## src/rtl/ctrl_pkg.sv

```systemverilog
// Shared constants for the multicycle control unit: opcode and funct
// encodings, ALU control codes, alu_op classes and the 4-bit state encoding.
package ctrl_pkg;

    localparam logic [5:0] OP_RTYPE = 6'b000000;
    localparam logic [5:0] OP_LW    = 6'b100011;
    localparam logic [5:0] OP_SW    = 6'b101011;
    localparam logic [5:0] OP_BEQ   = 6'b000100;
    localparam logic [5:0] OP_ADDI  = 6'b001000;
    localparam logic [5:0] OP_J     = 6'b000010;
    localparam logic [5:0] OP_BNE   = 6'b000101;

    localparam logic [5:0] FN_ADD   = 6'b100000;
    localparam logic [5:0] FN_SUB   = 6'b100010;
    localparam logic [5:0] FN_AND   = 6'b100100;
    localparam logic [5:0] FN_OR    = 6'b100101;
    localparam logic [5:0] FN_SLT   = 6'b101010;

    localparam logic [2:0] ALU_AND  = 3'b000;
    localparam logic [2:0] ALU_OR   = 3'b001;
    localparam logic [2:0] ALU_ADD  = 3'b010;
    localparam logic [2:0] ALU_SUB  = 3'b110;
    localparam logic [2:0] ALU_SLT  = 3'b111;

    // 2'b11 is never produced by the FSM
    typedef enum logic [1:0] {
        ALUOP_ADD   = 2'b00,
        ALUOP_SUB   = 2'b01,
        ALUOP_FUNCT = 2'b10
    } alu_op_e;

    typedef enum logic [3:0] {
        S_FETCH   = 4'd0,
        S_DECODE  = 4'd1,
        S_MEMADR  = 4'd2,
        S_MEMRD   = 4'd3,
        S_MEMWB   = 4'd4,
        S_MEMWR   = 4'd5,
        S_RTYPEEX = 4'd6,
        S_RTYPEWB = 4'd7,
        S_BEQEX   = 4'd8,
        S_ADDIEX  = 4'd9,
        S_ADDIWB  = 4'd10,
        S_JEX     = 4'd11,
        S_BNEEX   = 4'd12
    } state_e;

endpackage

```

## src/rtl/multicycle_ctrl_alu_decoder.sv

```systemverilog
// ALU control decoder: maps the FSM's alu_op class and the instruction funct
// field to the 3-bit ALU control code; flags funct values it cannot decode.
module alu_decoder
    import ctrl_pkg::*;
(
    input  alu_op_e    alu_op_i,
    input  logic [5:0] funct_i,
    output logic [2:0] alu_ctrl_o,
    output logic       funct_illegal_o
);

    // Unknown funct falls back to ADD so the datapath sees a benign operation
    always_comb begin
        alu_ctrl_o      = ALU_ADD;
        funct_illegal_o = 1'b0;
        case (alu_op_i)
            ALUOP_SUB: alu_ctrl_o = ALU_SUB;
            ALUOP_FUNCT: begin
                case (funct_i)
                    FN_ADD:  alu_ctrl_o = ALU_ADD;
                    FN_SUB:  alu_ctrl_o = ALU_SUB;
                    FN_AND:  alu_ctrl_o = ALU_AND;
                    FN_OR:   alu_ctrl_o = ALU_OR;
                    FN_SLT:  alu_ctrl_o = ALU_SLT;
                    default: funct_illegal_o = 1'b1;
                endcase
            end
            default: alu_ctrl_o = ALU_ADD;
        endcase
    end

endmodule

```

## src/rtl/multicycle_ctrl.sv

```systemverilog
// Multicycle control FSM: sequences fetch/decode/execute/memory/writeback and
// drives the datapath mux selects, write enables and ALU control.
// Optional feature: define MULTICYCLE_CTRL_BNE_EN to support bne (op 000101).
module multicycle_ctrl
    import ctrl_pkg::*;
(
    input  logic       clk,
    input  logic       reset,
    input  logic [5:0] op,
    input  logic [5:0] funct,
    input  logic       zero,
    output logic [2:0] alu_ctrl,
    output logic       alu_src_a,
    output logic [1:0] alu_src_b,
    output logic       iord,
    output logic       ir_write,
    output logic       mem_write,
    output logic       reg_write,
    output logic       reg_dst,
    output logic       mem_to_reg,
    output logic [1:0] pc_src,
    output logic       pc_en,
    output logic       illegal_op,
    output logic [3:0] state_o
);

    state_e  state_q, state_d;
    state_e  dec_state;
    alu_op_e alu_op;
    logic    ir_write_s, mem_write_s, reg_write_s, pc_write, branch;
    logic    op_illegal, funct_illegal, branch_taken;

    // While reset is high every output is decoded as if in FETCH
    assign dec_state = reset ? S_FETCH : state_q;
    assign state_o   = dec_state;

    // State register with synchronous reset to FETCH
    always_ff @(posedge clk) begin
        if (reset) state_q <= S_FETCH;
        else       state_q <= state_d;
    end

    alu_decoder u_alu_dec (
        .alu_op_i        (alu_op),
        .funct_i         (funct),
        .alu_ctrl_o      (alu_ctrl),
        .funct_illegal_o (funct_illegal)
    );

    // Next-state sequencing; unsupported op in DECODE returns to FETCH
    always_comb begin
        state_d    = S_FETCH;
        op_illegal = 1'b0;
        case (dec_state)
            S_FETCH: state_d = S_DECODE;
            S_DECODE: begin
                case (op)
                    OP_LW, OP_SW: state_d = S_MEMADR;
                    OP_RTYPE:     state_d = S_RTYPEEX;
                    OP_BEQ:       state_d = S_BEQEX;
                    OP_ADDI:      state_d = S_ADDIEX;
                    OP_J:         state_d = S_JEX;
`ifdef MULTICYCLE_CTRL_BNE_EN
                    OP_BNE:       state_d = S_BNEEX;
`endif
                    default:      op_illegal = 1'b1;
                endcase
            end
            S_MEMADR:  state_d = (op == OP_LW) ? S_MEMRD : S_MEMWR;
            S_MEMRD:   state_d = S_MEMWB;
            S_RTYPEEX: state_d = funct_illegal ? S_FETCH : S_RTYPEWB;
            S_ADDIEX:  state_d = S_ADDIWB;
            default:   state_d = S_FETCH;
        endcase
    end

    // Moore output decode of the current state
    always_comb begin
        alu_op      = ALUOP_ADD;
        alu_src_a   = 1'b0;
        alu_src_b   = 2'b00;
        iord        = 1'b0;
        ir_write_s  = 1'b0;
        mem_write_s = 1'b0;
        reg_write_s = 1'b0;
        reg_dst     = 1'b0;
        mem_to_reg  = 1'b0;
        pc_src      = 2'b00;
        pc_write    = 1'b0;
        branch      = 1'b0;
        case (dec_state)
            S_FETCH:   begin ir_write_s = 1'b1; pc_write = 1'b1; alu_src_b = 2'b01; end
            S_DECODE:  alu_src_b = 2'b11;
            S_MEMADR:  begin alu_src_a = 1'b1; alu_src_b = 2'b10; end
            S_MEMRD:   iord = 1'b1;
            S_MEMWB:   begin mem_to_reg = 1'b1; reg_write_s = 1'b1; end
            S_MEMWR:   begin iord = 1'b1; mem_write_s = 1'b1; end
            S_RTYPEEX: begin alu_src_a = 1'b1; alu_op = ALUOP_FUNCT; end
            S_RTYPEWB: begin reg_dst = 1'b1; reg_write_s = 1'b1; end
            S_BEQEX, S_BNEEX: begin
                alu_src_a = 1'b1; alu_op = ALUOP_SUB; pc_src = 2'b01; branch = 1'b1;
            end
            S_ADDIEX:  begin alu_src_a = 1'b1; alu_src_b = 2'b10; end
            S_ADDIWB:  reg_write_s = 1'b1;
            S_JEX:     begin pc_src = 2'b10; pc_write = 1'b1; end
            default:   ;
        endcase
    end

`ifdef MULTICYCLE_CTRL_BNE_EN
    assign branch_taken = (dec_state == S_BNEEX) ? ~zero : zero;
`else
    assign branch_taken = zero;
`endif

    // Reset masks every side effect so an aborted instruction writes nothing
    assign ir_write   = ir_write_s  & ~reset;
    assign mem_write  = mem_write_s & ~reset;
    assign reg_write  = reg_write_s & ~reset;
    assign pc_en      = (pc_write | (branch & branch_taken)) & ~reset;
    assign illegal_op = (op_illegal | funct_illegal) & ~reset;

endmodule
```

## config.mk

```make
export PLATFORM = sky130hd
export DESIGN_NAME = multicycle_ctrl
export DESIGN_NICKNAME = d
export VERILOG_FILES = /design/src/rtl/ctrl_pkg.sv /design/src/rtl/multicycle_ctrl_alu_decoder.sv /design/src/rtl/multicycle_ctrl.sv
export SDC_FILE = /design/constraint.sdc
export NUM_CORES = 1
export LEC_CHECK = 0
export ABC_CLOCK_PERIOD_IN_PS = 1800
export BUFFER_PORTS_ARGS = -buffer_cell sky130_fd_sc_hd__buf_2
export CAP_MARGIN = 40
export CORE_UTILIZATION = 39
export DETAILED_ROUTE_END_ITERATION = 8
export PLACE_DENSITY = 0.74
export SETUP_SLACK_MARGIN = 0.05
export SLEW_MARGIN = 20
export SYNTH_ARGS = -nofsm -noshare
export SYNTH_HDL_FRONTEND = slang
export SYNTH_SLANG_ARGS = --single-unit
```

## constraint.sdc

```tcl
create_clock -name clk -period 1.8 [get_ports clk]
set_input_delay 0.18 -clock clk [delete_from_list [all_inputs] [get_ports clk]]
set_output_delay 0.18 -clock clk [all_outputs]
set_load 0.05 [all_outputs]
```

==> metrics.md <==
| Metric | Value |
|---|---|
| Max Freq | about 0.46 GHz |
| RSZ-0062 raised after global routing | true |
| Initial DRC count | 84 |
| EDFF count, synth | 0 |
| Final WL | 4280 microns |
| Hold WC Path Type | in2reg |
| Core ar. | 1510 sq um |
| Worst slew pin tran | 0.613 ns |
| Synth-to-layout area growth | 129% |
| Post-route clock period utilization | 120% |
| Crit start category | register |
| Via count | 1,185 |
| Post-synthesis sequential area ratio | between 10% and 20% |
| Crit path time final | around 2.2 ns |
| Cell Area, Synth | 634 sq um |
| Cell at the slowest stage of the critical path | or3b_4 |
| Post-synthesis cell type count | 43 |
| Drt wl/cell | 25.6 microns |
| Fillers | 32 |
| First-pass GRT wire length | ~4700 microns |
| Outcome | finished with violations |
| Mapped Nets | approximately 110 |
| Slew Limit Fails | 0 |
| Critical path class | reg2out |
| Pin count of the biggest net entering global routing | 12 |
| Critical path arrival | 1.97 ns |
| Synth Warn # | 0 |
| Area after DPL | 1130 sq um |
| Worst R2R Path Depth | 9 |
| Clk_skew | 0.0161 ns |
| Cell count along the critical path | 6 |
| Synth Area in Adders | 3.94% |
| CP delay by family, top | simple AND/OR/NAND/NOR gates |
| Largest reg by FF count | state_q |
| Critical Path End Type | output pin |
| Buffer depth of the longest clock path | 2 |
| WHS Path Cells | 4 |
| Final Hold Viols | 0 |
| Initial Utilization | between 40% and 50% |
| Initial antenna violation count | 0 |
| Max-Cap Viols | 0 |
| CP max FO | 2 |
| Post-Syn Area per Cell | between 7 and 8 sq um |
| Leakage | between 0.5 and 0.6 nW |
| Share of layout cells above drive strength 1 | 71.5% |
| Synth Area in Compound Gates | between 20% and 30% |
| Critical Path RT | about 1.6 ns |
| Worst skew pair latency | around 0.27 ns |
| Max FFs per register | 4 |
| Clk root buf | clkbuf_4 |
| Worst-path clk slew | 0.06 ns |
| Predominant post-synthesis flop cell | dfxtp_1 |
| Crit path cell chain | or3b_4 > nor2_4 > inv_2 > ha_4 > or3_4 > buf_8 |
| Number of synthesized register bits | 4 |
| Hpwl dp | 1770 microns |
| CP bufs+invs | 2 |
| Place WS | -0.148 ns |
| Largest family of logic cells by synthesized area | simple AND/OR/NAND/NOR gates |
| Chip Height | 42.3 microns |
| Core Util, Final | 96.3% |
| Pwr Density | 303 nW/um^2 |
| FFs w/ async S/R, synth | 0% |
| Peak VDD IR | 0.325 mV |
| Rows | 14 |
| H-Tree Depth | 1 |
| Post-route total power | 0.439 mW |
| DIE WIDTH | between 40 and 50 microns |
| GP Congestion | around 0.85 |
| Total grt overflow | 0 |
| Commonest non-fill, non-tap cell in the layout | buf_4 |
| Failing checks | negative setup slack |
| Commonest non-fill, non-tap cells in the layout | buf_4, buf_2, buf_6 |
| Nets | 170 |
| DR vias/cell | slightly above 7 |
| Mux contribution to synthesized area | 1.58% |
| Final cell area excluding filler cells | 1450 sq um |
| Port-buffer cells | 34 |
| CTS tree | built |
| Biggest regs | state_q x4 |
| I/O Pins | 35 |
| Drt first pass iters | 4 |
| Sink Count | 4 |
| Total GRT Usage | 35.1% |
| Final worst slack | -0.354 ns |
| Simple-Gate Fraction of Synth Area | 45.8% |
| Antenna diode count | 0 |
| Die area | 1790 sq um |
| Relative slew slack | 59.0% |
| Post-route ant nets | 0 |
| Num CTS Buffers | 3 |
| Drt drc | 0 |
| Post-Synth XOR/XNOR Area | 1.38% |
| Slowest cell delay on critical path | 0.41 ns |
| Post-Synthesis Cells | 89 |
| Final setup violation count | 11 |
| Vias in the first global route | 984 |
==> power by group <==
part           switching [mW]  leakage [nW]  internal, mW  total (mW)
clock                  0.0627        0.0138        0.0763       0.139
combinational           0.128         0.551        0.0782       0.206
sequential            0.00197        0.0338        0.0919      0.0938
==> worst min-delay path: cells and delay by family <==
kind | cells | cell delay, ns
buf+inv | 1 | 0.13
compound gates | 1 | 0.11
simple gates | 2 | 0.18
==> kinds of logic after synthesis <==
family / after synthesis
AOI/OAI and AO/OA: 24
adders and majority gates: 2
DFF: 4
muxes: 1
and+or+nand+nor: 48
buffers and inverters: 9
xor gates and xnor gates: 1
==> synthesized netlist by cell type, types with 2 or more instances <==
| master | n | area share, % |
|---|---|---|
| a21oi_1 | 6 | 4.7 |
| buf_2 | 2 | 1.6 |
| clkbuf_1 | 3 | 1.8 |
| dfxtp_1 | 4 | 13 |
| ha_1 | 2 | 3.9 |
| inv_1 | 4 | 2.4 |
| nand2_1 | 4 | 2.4 |
| nand2b_1 | 3 | 3.0 |
| nand3_1 | 2 | 1.6 |
| nand3b_1 | 2 | 2.4 |
| nor2_1 | 9 | 5.3 |
| nor2b_1 | 4 | 3.9 |
| nor3_1 | 5 | 3.9 |
| nor3b_1 | 7 | 8.3 |
| nor4_1 | 2 | 2.0 |
| o31ai_1 | 2 | 2.4 |
| or3_1 | 2 | 2.0 |
==> metal layers <==
| metal | global-route usage (%) | up-vias | part of all wire (%) |
|---|---|---|---|
| met5 | 0 | - | 0 |
| met4 | 15.0 | 0 | 11 |
| met3 | 6.03 | 57 | 8.6 |
| met2 | 65.5 | 125 | 46 |
| met1 | 38.2 | 541 | 35 |
| li1 | - | 462 | - |
==> what timing repair did <==
| item | CTS | global route |
|---|---|---|
| resized for setup | 33 | 23 |
| cloned | 0 | 0 |
| hold buffers | 0 | 0 |
| buffers inserted | 8 | 4 |
| pin swaps | 9 | 9 |
| endpoints found under the setup margin | 9 | 17 |
==> through the flow <==
stage                     setup TNS [ns]  instances  hold WS (ns)
after global routing               -2.06        167         0.396
after floorplan                   -0.474         89         0.397
after detailed placement          -0.263        155         0.590
after global placement            -0.133        155         0.584
final                              -1.82        167         0.374
after CTS                         -0.982        166         0.344
==> layout make-up <==
| type | instances | area (sq um) | area share, % |
|---|---|---|---|
| multi-input combinational | 76 | 791 | 54.5 |
| timing repair buffer | 64 | 519 | 35.8 |
| sequential | 4 | 83.8 | 5.78 |
| clock buffer | 3 | 22.5 | 1.55 |
| tap | 16 | 20.0 | 1.38 |
| inverter | 4 | 15.0 | 1.03 |
==> path summary, 6_finish.rpt <==
| check | from | endpoint | slack (ns) |
|---|---|---|---|
| worst max-delay path | state_q[1] | alu_ctrl[1] | -0.35 |
| worst min-delay path | op[4] | state_q[1] | 0.37 |
| worst max register to register | state_q[1] | state_q[0] | -0.03 |
| worst min register to register | state_q[2] | state_q[1] | 0.73 |
Power figures use the tool's default switching activity.
